**src/rtl/pc_fetch_unit.sv**
```systemverilog
// rtl/pc_fetch_unit.sv - program counter register, next-PC selection and fetch handshake
// A redirect that cannot be taken because fetch is stalled is held until the next advance.
module pc_fetch_unit #(
  parameter int               WIDTH    = 16,
  parameter logic [WIDTH-1:0] RESET_PC = 16'h0000
) (
  input  logic             clk,
  input  logic             reset,
  input  logic             en,
  input  logic             branch_taken,
  input  logic [WIDTH-1:0] branch_offset_sl2,
  input  logic             jump,
  input  logic [WIDTH-1:0] jump_target,
  input  logic             imem_ready,
  output logic [WIDTH-1:0] pc,
  output logic [WIDTH-1:0] pc_plus4,
  output logic             imem_req,
  output logic             fetch_stall,
  output logic             redirect_pending,
  output logic [WIDTH-1:0] fetch_count
);

  typedef enum logic [1:0] {
    ST_BOOT,
    ST_RUN,
    ST_WAIT
  } state_t;

  // Instruction addresses are word aligned; low two bits of any target are forced to zero.
  localparam logic [WIDTH-1:0] ALIGN_MASK = ~WIDTH'(3);

  state_t           state;
  logic [WIDTH-1:0] pending_target;
  logic [WIDTH-1:0] jump_aligned;
  logic [WIDTH-1:0] branch_target;
  logic [WIDTH-1:0] redirect_target;
  logic [WIDTH-1:0] next_pc;
  logic             has_redirect;
  logic             advance;

  assign pc_plus4 = pc + WIDTH'(4);

  always_comb begin
    jump_aligned    = jump_target & ALIGN_MASK;
    branch_target   = pc_plus4 + (branch_offset_sl2 & ALIGN_MASK);
    has_redirect    = jump | branch_taken;
    redirect_target = jump ? jump_aligned : branch_target;
    advance         = (state != ST_BOOT) && imem_ready && en;
    next_pc         = pc_plus4;
    if (has_redirect) begin
      next_pc = redirect_target;
    end else if (redirect_pending) begin
      next_pc = pending_target;
    end
  end

  always_ff @(posedge clk or posedge reset) begin
    if (reset) begin
      state            <= ST_BOOT;
      pc               <= RESET_PC;
      imem_req         <= 1'b0;
      fetch_stall      <= 1'b0;
      redirect_pending <= 1'b0;
      pending_target   <= '0;
      fetch_count      <= '0;
    end else begin
      case (state)
        ST_BOOT: begin
          state       <= ST_RUN;
          imem_req    <= 1'b1;
          fetch_stall <= 1'b0;
        end
        ST_RUN: begin
          if (!imem_ready) begin
            state       <= ST_WAIT;
            fetch_stall <= 1'b1;
          end
        end
        ST_WAIT: begin
          if (imem_ready) begin
            state       <= ST_RUN;
            fetch_stall <= 1'b0;
          end
        end
        default: begin
          state       <= ST_BOOT;
          imem_req    <= 1'b0;
          fetch_stall <= 1'b0;
        end
      endcase

      if (advance) begin
        pc               <= next_pc;
        fetch_count      <= fetch_count + WIDTH'(1);
        redirect_pending <= 1'b0;
      end else if ((state != ST_BOOT) && has_redirect) begin
        // Latest redirect wins while fetch is held.
        pending_target   <= redirect_target;
        redirect_pending <= 1'b1;
      end
    end
  end

endmodule

```
**config.mk**
```make
export PLATFORM = sky130hd
export DESIGN_NAME = pc_fetch_unit
export DESIGN_NICKNAME = d
export VERILOG_FILES = /design/src/rtl/pc_fetch_unit.sv
export SDC_FILE = /design/constraint.sdc
export NUM_CORES = 1
export LEC_CHECK = 0
export CAP_MARGIN = 5
export CORE_MARGIN = 4
export CORE_UTILIZATION = 30
export DETAILED_ROUTE_END_ITERATION = 16
export GPL_ROUTABILITY_DRIVEN = 0
export PLACE_DENSITY_LB_ADDON = 0.05
export SLEW_MARGIN = 20
export SYNTH_ARGS = -nofsm -noshare
export SYNTH_HDL_FRONTEND = slang
export SYNTH_SLANG_ARGS = --single-unit
```
**constraint.sdc**
```tcl
create_clock -name clk -period 5.3 [get_ports clk]
set_input_delay 1.06 -clock clk [delete_from_list [all_inputs] [get_ports clk]]
set_output_delay 1.06 -clock clk [all_outputs]
set_load 0.01 [all_outputs]
```
=== After elaboration in Yosys (flattened, before gate mapping) ===
Index checks and enable logic that the tools add are counted.

* Word-level logic and storage cells: 37
* Input port bits: 38
* Flip-flop bits (word level): 53
* Output and inout port bits: 51

* Bitwise gates (word level): 2
* Equality and inequality tests: 4
* Mux-type cells: 12
* $add $sub $neg: 3
* Reduce and logical (&&, ||, !) cells: 9

{| class="wikitable"
|+ Operator list
! kind !! number
|-
| 2-to-1 mux 16 bit || 3
|-
| adder 16 x 1 -> 16 bit, second input constant || 1
|-
| adder 16 bit || 1
|-
| adder 16 x 3 -> 16 bit, second input constant || 1
|-
| case mux 2 bit (3 select lines) || 1
|-
| 2-to-1 mux 1 bit || 4
|-
| 2-to-1 mux 2 bit || 2
|-
| != test 2 bit, second input constant || 2
|-
| case mux 1 bit (2 select lines) || 2
|-
| AND reduction 2 bit || 2
|-
| nonzero test 2 bit || 2
|-
| logical AND 1 bit || 3
|-
| == test 2 x 1 -> 1 bit, second input constant || 1
|-
| == test 2 bit, second input constant || 1
|-
| zero test 2 bit || 1
|-
| OR reduction 2 bit || 1
|-
| NOT 1 bit || 1
|-
| OR 1 bit || 1
|}

=== Logic depth before layout (Yosys ltp) ===
Gate-level depths: netlist of run 1.

* Depth after elaboration: 5
* Depth in mapped cells: 12
* Mapped depth without buffers: 12

=== Worst setup path after synthesis of run 1 ===
OpenSTA, ideal clock, no wires.

* Kind: reg-to-reg
* From: register pc[2]
* To: register pending_target[13]
* Cell stages (with the launch flop): 13
* Clock period less this slack: 2977 ps
* Arrival: 2840 ps
* Slack: 2323 ps
* Data required time: 5163 ps
* Setup time: 137 ps
* Cells stage by stage: dfrtp_1 ha_1 and4_1 nand2_1 xnor2_1 ha_1 a21oi_1 nor2_1 a211oi_1 a21oi_1 or3_1 a31oi_1 a21oi_1

* Cells in the longest elaborated chain, start to end: 3

{| class="wikitable"
|+ RTL lines
! element !! RTL line !! source
|-
| start: declaration || 15 || <nowiki>output logic [WIDTH-1:0] pc,</nowiki>
|-
| start signal: assignment || 93 || <nowiki>pc <= next_pc;</nowiki>
|-
| adder 16 x 3 -> 16 bit || 41 || <nowiki>assign pc_plus4 = pc + WIDTH'(4);</nowiki>
|-
| net pc_plus4[8] || 16 || <nowiki>output logic [WIDTH-1:0] pc_plus4,</nowiki>
|-
| adder 16 bit || 45 || <nowiki>branch_target = pc_plus4 + (branch_offset_sl2 & ALIGN_MASK);</nowiki>
|-
| 2-to-1 mux 16 bit || 47 || <nowiki>redirect_target = jump ? jump_aligned : branch_target;</nowiki>
|-
| end signal: assignment || 98 || <nowiki>pending_target <= redirect_target;</nowiki>
|-
| end: declaration || 33 || <nowiki>logic [WIDTH-1:0] pending_target;</nowiki>
|}

The timed path passes the listed nets, and every way through them passes these cells.
A chain may end at the register's enable or synchronous reset.

=== Worst setup path after layout of run 1 ===
* From: register pc[2]
* To: output pc_plus4[10]

* Cells in the longest elaborated chain, start to end: 1

{| class="wikitable"
|+ RTL lines
! element !! RTL line
|-
| adder 16 x 3 -> 16 bit || 41
|-
| end: declaration || 16
|}

No other way between the ends.

==> impl_metrics.py, run 1 <==
metrics = {
    "grt": {
        "grt_max_degree": 53,
        "antenna_found_initial": 0,
        "grt_pass1_vias": 3022,
        "grt.overflow.total": 0,
        "grt_util_all_layers_pct": 15.0,
        "grt_first_pass_wirelength_um": 15800,
    },
    "flow_run": {
        "max-cap-violations": 0,
    },
    "timing": {
        "rsz0062_at_grt": "false",
        "worst_pin_slew_ns": 1.01,
        "setup_ws_ns": 1.72,
        "slew_violations": 0,
        "maxSlewHeadroom_pct": 32.8,
        "report.final.setup_viol": 0,
        "finalCriticalPeriod_ns": 3.58,
        "fin_setup_tns_ns": 0,
        "final_hold_viol_count": 0,
        "min_period_over_period_pct": 67.6,
        "skew_ns": 0.00998,
        "fmax_mhz": 279,
    },
    "synthesis": {
        "async_flop_share_pct": 100,
        "synthAdderAreaFrac_pct": 8.63,
        "synth_edf_count": 0,
        "synth_flop_cell": "dfrtp_1",
        "ys_seq_elements": 52,
        "yosysTopAreaCellShare_pct": 38.0,
        "yosys.area_share.simple_pct": 20.3,
        "synth_top_family_by_area": "simple AND/OR/NAND/NOR gates",
        "yosys.area.top_type": "dfrtp_1",
        "syn_area_um2": 3420,
        "synth_compound_area_share_pct": 15.1,
        "ys_seq_area_share_pct": 38.0,
        "ys_warn_count": 0,
        "synth_common_cells": "nand2_1, dfrtp_1, o21ai_0, nor2_1, xnor2_1",
        "synth_xor_area_share_pct": 10.4,
        "synth.most_common_cell": "nand2_1",
        "synthTopCellsByArea": "dfrtp_1, ha_1, nand2_1, xnor2_1, o21ai_0",
        "synthCells": 385,
        "syn_nets": 446,
        "synth_cell_types": 50,
        "syn_avg_cell_area_um2": 8.89,
        "synthMuxAreaShare_pct": 4.86,
    },
    "cells_and_area": {
        "final_nets": 527,
        "area_delta_synth_final_pct": 34.4,
        "utilization_pct": 41.9,
        "final_area_um2": 4600,
        "drive_above_1_share_pct": 5.35,
        "num_antenna_cells": 0,
    },
    "cts": {
        "cts_tree": "done",
        "clk_path_buf_depth": 2,
        "h-tree-depth": 2,
        "cts_root_buf": "clkbuf_16",
        "cts_post_setup_buffers_inserted": 0,
        "hold_buffers": 0,
        "clkSinkCount": 52,
        "clock_latency_ns": 0.30,
        "clk_pin_slew_ns": 0.07,
        "postCtsResizedCells": 0,
        "cts_buffers": 5,
    },
    "pwr": {
        "vdd_drop_max_mv": 0.190,
        "p_leak_nw": 2.01,
        "cellPowerDensity_nw_per_um2": 542,
    },
    "die": {
        "io_pins": 89,
        "floorplan.rows": 38,
        "coreArea_um2": 11000,
        "die_area_um2": 13200,
        "die_w_um": 115,
        "fp.dieH_um": 115,
        "start_util_pct": 31.2,
    },
    "placement": {
        "place_ws_ns": 1.68,
        "placed_area_um2": 4410,
        "hpwl_um": 6970,
        "port_buffers": 84,
    },
    "routing": {
        "wl_um": 9540,
        "drcViolationCount": 0,
        "vias_per_cell": 4.91,
        "drt_iter0_markers": 153,
        "final_antenna_net_count": 0,
        "vias": 2981,
        "dr.pass1.iters": 4,
        "routedWlPerCell_um": 15.7,
    },
    "worst_setup_path": {
        "cp-start-kind": "flip-flop",
        "cp_max_fo": 6,
        "worstPathArrival_ns": 2.52,
        "critical_path_class": "flip-flop to primary output",
        "endpoint_kind": "primary output",
        "cp.required_ns": 4.24,
    },
    "worst_hold_path": {
        "hp-class": "flip-flop to flip-flop",
    },
    "run_status": {
        "status": "finished clean",
    },
}
-- stage by stage --
step                total power [mW]  std cells  hold slack (ns)
floorplan                       1.54        385            0.438
global placement                2.08        599            0.451
detailed placement              2.09        599            0.463
CTS                             2.53        607            0.480
global route                    2.72        607            0.493
finish                          2.49        607            0.474
-- cell families (layout without fill, tap and decap cells) --
family                     Yosys count  after routing
DFF                                 52             52
and+or+nand+nor                    148            148
AOI/OAI and AO/OA                   85             85
adders and majority gates           23             23
muxes                               16             16
xor gates and xnor gates            39             39
buffers and inverters               22            104
-- sequential cells by signal, indices dropped and copies added (netlist names) --
| signal | cells |
|---|---|
| fetch_count | 16 |
| pc | 16 |
| pending_target | 16 |
| fetch_stall | 1 |
| imem_req | 1 |
| redirect_pending | 1 |
| state | 1 |
-- cells in the final DEF, fill, tap and decap left out, types with 3 or more instances in the layout --
master           Yosys  layout
xor2_1              12      12
nand2_1             72      72
and3_1               9       9
mux2i_1             11      11
mux2_2               5       5
xnor2_1             26      26
a21oi_1             20      20
clkbuf_16            0       5
a211oi_1             5       5
o21a_1               3       3
a31oi_1              5       5
o21ai_0             31      31
dfrtp_1             52      52
a21o_1               3       3
ha_1                22      22
clkdlybuf4s50_1      0      84
nor2_1              27      27
nand4_1              7       7
inv_1                7       6
o211ai_1             4       4
nor2b_1              3       3
nand2b_1             5       5
nand3_1             11      11
buf_4                2       4
a221oi_1             3       3
-- report_power, final --
group | leakage (nW) | switching [mW] | internal, mW | total, mW
logic | 1.26 | 0.684 | 0.681 | 1.37
clock network | 0.0944 | 0.154 | 0.272 | 0.426
registers | 0.655 | 0.170 | 0.533 | 0.703
total | 2.01 | 1.01 | 1.49 | 2.49
-- routing by layer --
metal | share of wire, % | global-route usage (%) | up-vias | wire length, um
met1 | 48 | 20.8 | 1403 | 4560
li1 | - | - | 1508 | -
met5 | 0 | 0 | - | 0
met4 | 1.1 | 3.76 | 0 | 106
met3 | 4.2 | 2.16 | 7 | 396
met2 | 47 | 24.9 | 63 | 4480
-- final timing paths --
path	slack, ns	start	to	cells after the start
setup / recovery	1.72	pc[2]$_DFFE_PP0P_	pc_plus4[10]	5
hold reg to reg	0.47	fetch_count[15]$_DFFE_PP0P_	fetch_count[15]$_DFFE_PP0P_	1
hold / removal	0.47	fetch_count[15]$_DFFE_PP0P_	fetch_count[15]$_DFFE_PP0P_	1
min in group asynchronous	1.27	reset	pc[2]$_DFFE_PP0P_	3
max in group asynchronous	3.56	reset	pending_target[13]$_DFFE_PP0P_	3
setup reg to reg	1.84	pc[2]$_DFFE_PP0P_	pending_target[13]$_DFFE_PP0P_	12
-- worst max-delay path, cell delays in order, from the launching register on --
cell and delay (ns):
dfrtp_1 0.47, ha_1 0.25, and4_1 0.32, nand4_1 0.14, xnor2_1 0.42, clkdlybuf4s50_1 0.64
-- layout make-up --
cell class              count  area, um^2
clock buffers               5         125
clock inverters             3        68.8
fillers                  1146        6380
inverters                   8        30.0
multi-input cells         311        2030
flip-flops and latches     52        1300
well taps                 140         175
repair buffers             88         871
No activity file was read; power rests on OpenSTA's default activity.
==> run 2, diff against run 1 <==
Clock period 5.3 ns to 3.44 ns, I/O delays scaled along.
==> run 2 against run 1 <==
Die area is the same. Combinational power grew 65%. Hold slack is essentially flat. Register-to-register slack lost 1.6 ns. First-iteration DRC count grew 7.2%. Final cell count grew 2.0%. Non-clock buffer count grew 12. Core utilization grew 0.36 points. Critical path type is now flip-flop to flip-flop. Highest routed layer unchanged.
==> impl_metrics.py, run 2 (synthesis gave the netlist of run 1 again) <==
metrics = {
    "grt": {
        "grt_util_all_layers_pct": 15.7,
        "grt.overflow.total": 0,
        "grt_max_degree": 27,
        "antenna_found_initial": 0,
        "grt_pass1_vias": 3014,
        "grt_first_pass_wirelength_um": 16100,
    },
    "cts": {
        "cts_post_setup_buffers_inserted": 0,
        "cts_buffers": 5,
        "clk_pin_slew_ns": 0.07,
        "clkSinkCount": 52,
        "h-tree-depth": 2,
        "hold_buffers": 0,
        "postCtsResizedCells": 0,
        "clock_latency_ns": 0.29,
        "cts_tree": "done",
        "clk_path_buf_depth": 2,
        "cts_root_buf": "clkbuf_16",
    },
    "pwr": {
        "p_leak_nw": 2.05,
        "cellPowerDensity_nw_per_um2": 818,
        "vdd_drop_max_mv": 0.268,
    },
    "run_status": {
        "status": "finished clean",
    },
    "die": {
        "die_area_um2": 13200,
        "die_w_um": 115,
        "fp.dieH_um": 115,
        "coreArea_um2": 11000,
        "start_util_pct": 31.2,
        "floorplan.rows": 38,
        "io_pins": 89,
    },
    "cells_and_area": {
        "area_delta_synth_final_pct": 35.6,
        "final_common_cell": "clkdlybuf4s50_1",
        "drive_above_1_share_pct": 7.72,
        "reg.largest.list": "fetch_count x16, pc x16, pending_target x16",
        "instances_no_fill": 619,
        "final_nets": 539,
        "num_antenna_cells": 0,
        "final_cell_mix": "clkdlybuf4s50_1, nand2_1, dfrtp_1",
    },
    "worst_setup_path": {
        "critical_path_class": "flip-flop to flip-flop",
        "crit_family": "simple AND/OR/NAND/NOR gates",
        "crit_slowest_cell": "dfrtp_1",
        "cpPeakStageDelay_ns": 0.37,
        "cp.required_ns": 3.60,
        "cp-start-kind": "flip-flop",
        "worstPathArrival_ns": 3.32,
        "path_cells": "ha_1 -> and4_1 -> nand4_1 -> xnor2_1 -> ha_1 -> nand2_1 -> nor2_1 -> a211oi_1 -> a21oi_1 -> or3_1 -> a31oi_1 -> a21oi_1",
        "endpoint_kind": "flip-flop",
        "worst-path-buf-inv": 0,
        "cp_max_fo": 6,
    },
    "timing": {
        "fmax_mhz": 316,
        "skew_ns": 0.00447,
        "report.final.setup_viol": 0,
        "min_period_over_period_pct": 92.0,
        "maxSlewHeadroom_pct": 55.3,
        "final_hold_viol_count": 0,
        "worst_pin_slew_ns": 0.669,
        "fin_setup_tns_ns": 0,
        "rsz0062_at_grt": "false",
        "finalCriticalPeriod_ns": 3.16,
        "slew_violations": 0,
    },
    "routing": {
        "drcViolationCount": 0,
        "dr.pass1.iters": 4,
        "vias_per_cell": 4.80,
        "vias": 2974,
        "final_antenna_net_count": 0,
        "wl_um": 9960,
        "drt_iter0_markers": 164,
        "routedWlPerCell_um": 16.1,
    },
    "placement": {
        "placed_cells": 611,
        "port_buffers": 84,
        "hpwl_um": 7500,
    },
    "worst_hold_path": {
        "hp-class": "flip-flop to flip-flop",
    },
    "flow_run": {
        "max-cap-violations": 0,
    },
}
-- run 2: cell count changes in the layout (fill, tap and decap cells not counted) --
cell	previous run	this run
inv_6	1	0
clkinv_2	0	2
buf_4	4	16
clkinv_4	0	1
bufinv_16	2	0
-- run 2: final timing paths --
kind / startpoint / end / slack, ns / cells past startpoint
min reg2reg: fetch_count[15]$_DFFE_PP0P_ / fetch_count[15]$_DFFE_PP0P_ / 0.47 / 1
max reg2reg: pc[2]$_DFFE_PP0P_ / pending_target[13]$_DFFE_PP0P_ / 0.28 / 12
max in group asynchronous: reset / fetch_count[9]$_DFFE_PP0P_ / 2.11 / 3
min in group asynchronous: reset / pc[2]$_DFFE_PP0P_ / 0.72 / 2
min: fetch_count[15]$_DFFE_PP0P_ / fetch_count[15]$_DFFE_PP0P_ / 0.47 / 1
max: pc[2]$_DFFE_PP0P_ / pending_target[13]$_DFFE_PP0P_ / 0.28 / 12
-- run 2: final cells by class --
| class | instances | area (um^2) |
|---|---|---|
| Fill cell | 1106 | 6340 |
| Clock inverter | 3 | 18.8 |
| Timing Repair Buffer | 100 | 961 |
| Sequential cell | 52 | 1300 |
| Clock buffer | 5 | 125 |
| Multi-Input combinational cell | 311 | 2030 |
| Inverter | 8 | 30.0 |
| Tap cell | 140 | 175 |
-- run 2: through the flow --
stage               instance area, um^2  power, mW  setup slack, ns  hold WS [ns]  util [%]
floorplan                          3420       2.38            0.463         0.438         -
global placement                   4500       3.30            0.209         0.450      40.9
detailed placement                 4500       3.31            0.171         0.459      40.9
CTS                                4640       3.83            0.279         0.475      42.2
global route                       4640       4.13           0.0172         0.487      42.2
finish                             4640       3.79            0.276         0.473      42.2
-- run 2: routing by layer --
layer,vias to the layer above,GRT usage [%],part of all wire (%)
met5,-,0,0
met4,0,4.07,0.77
met3,4,2.47,4.7
met2,73,25.6,47
met1,1372,21.7,47
li1,1525,-,-
-- run 2: where the power goes --
part,switching [mW],internal (mW)
Combinational,1.14,1.12
Sequential,0.209,0.823
Clock,0.234,0.269
Total,1.59,2.21
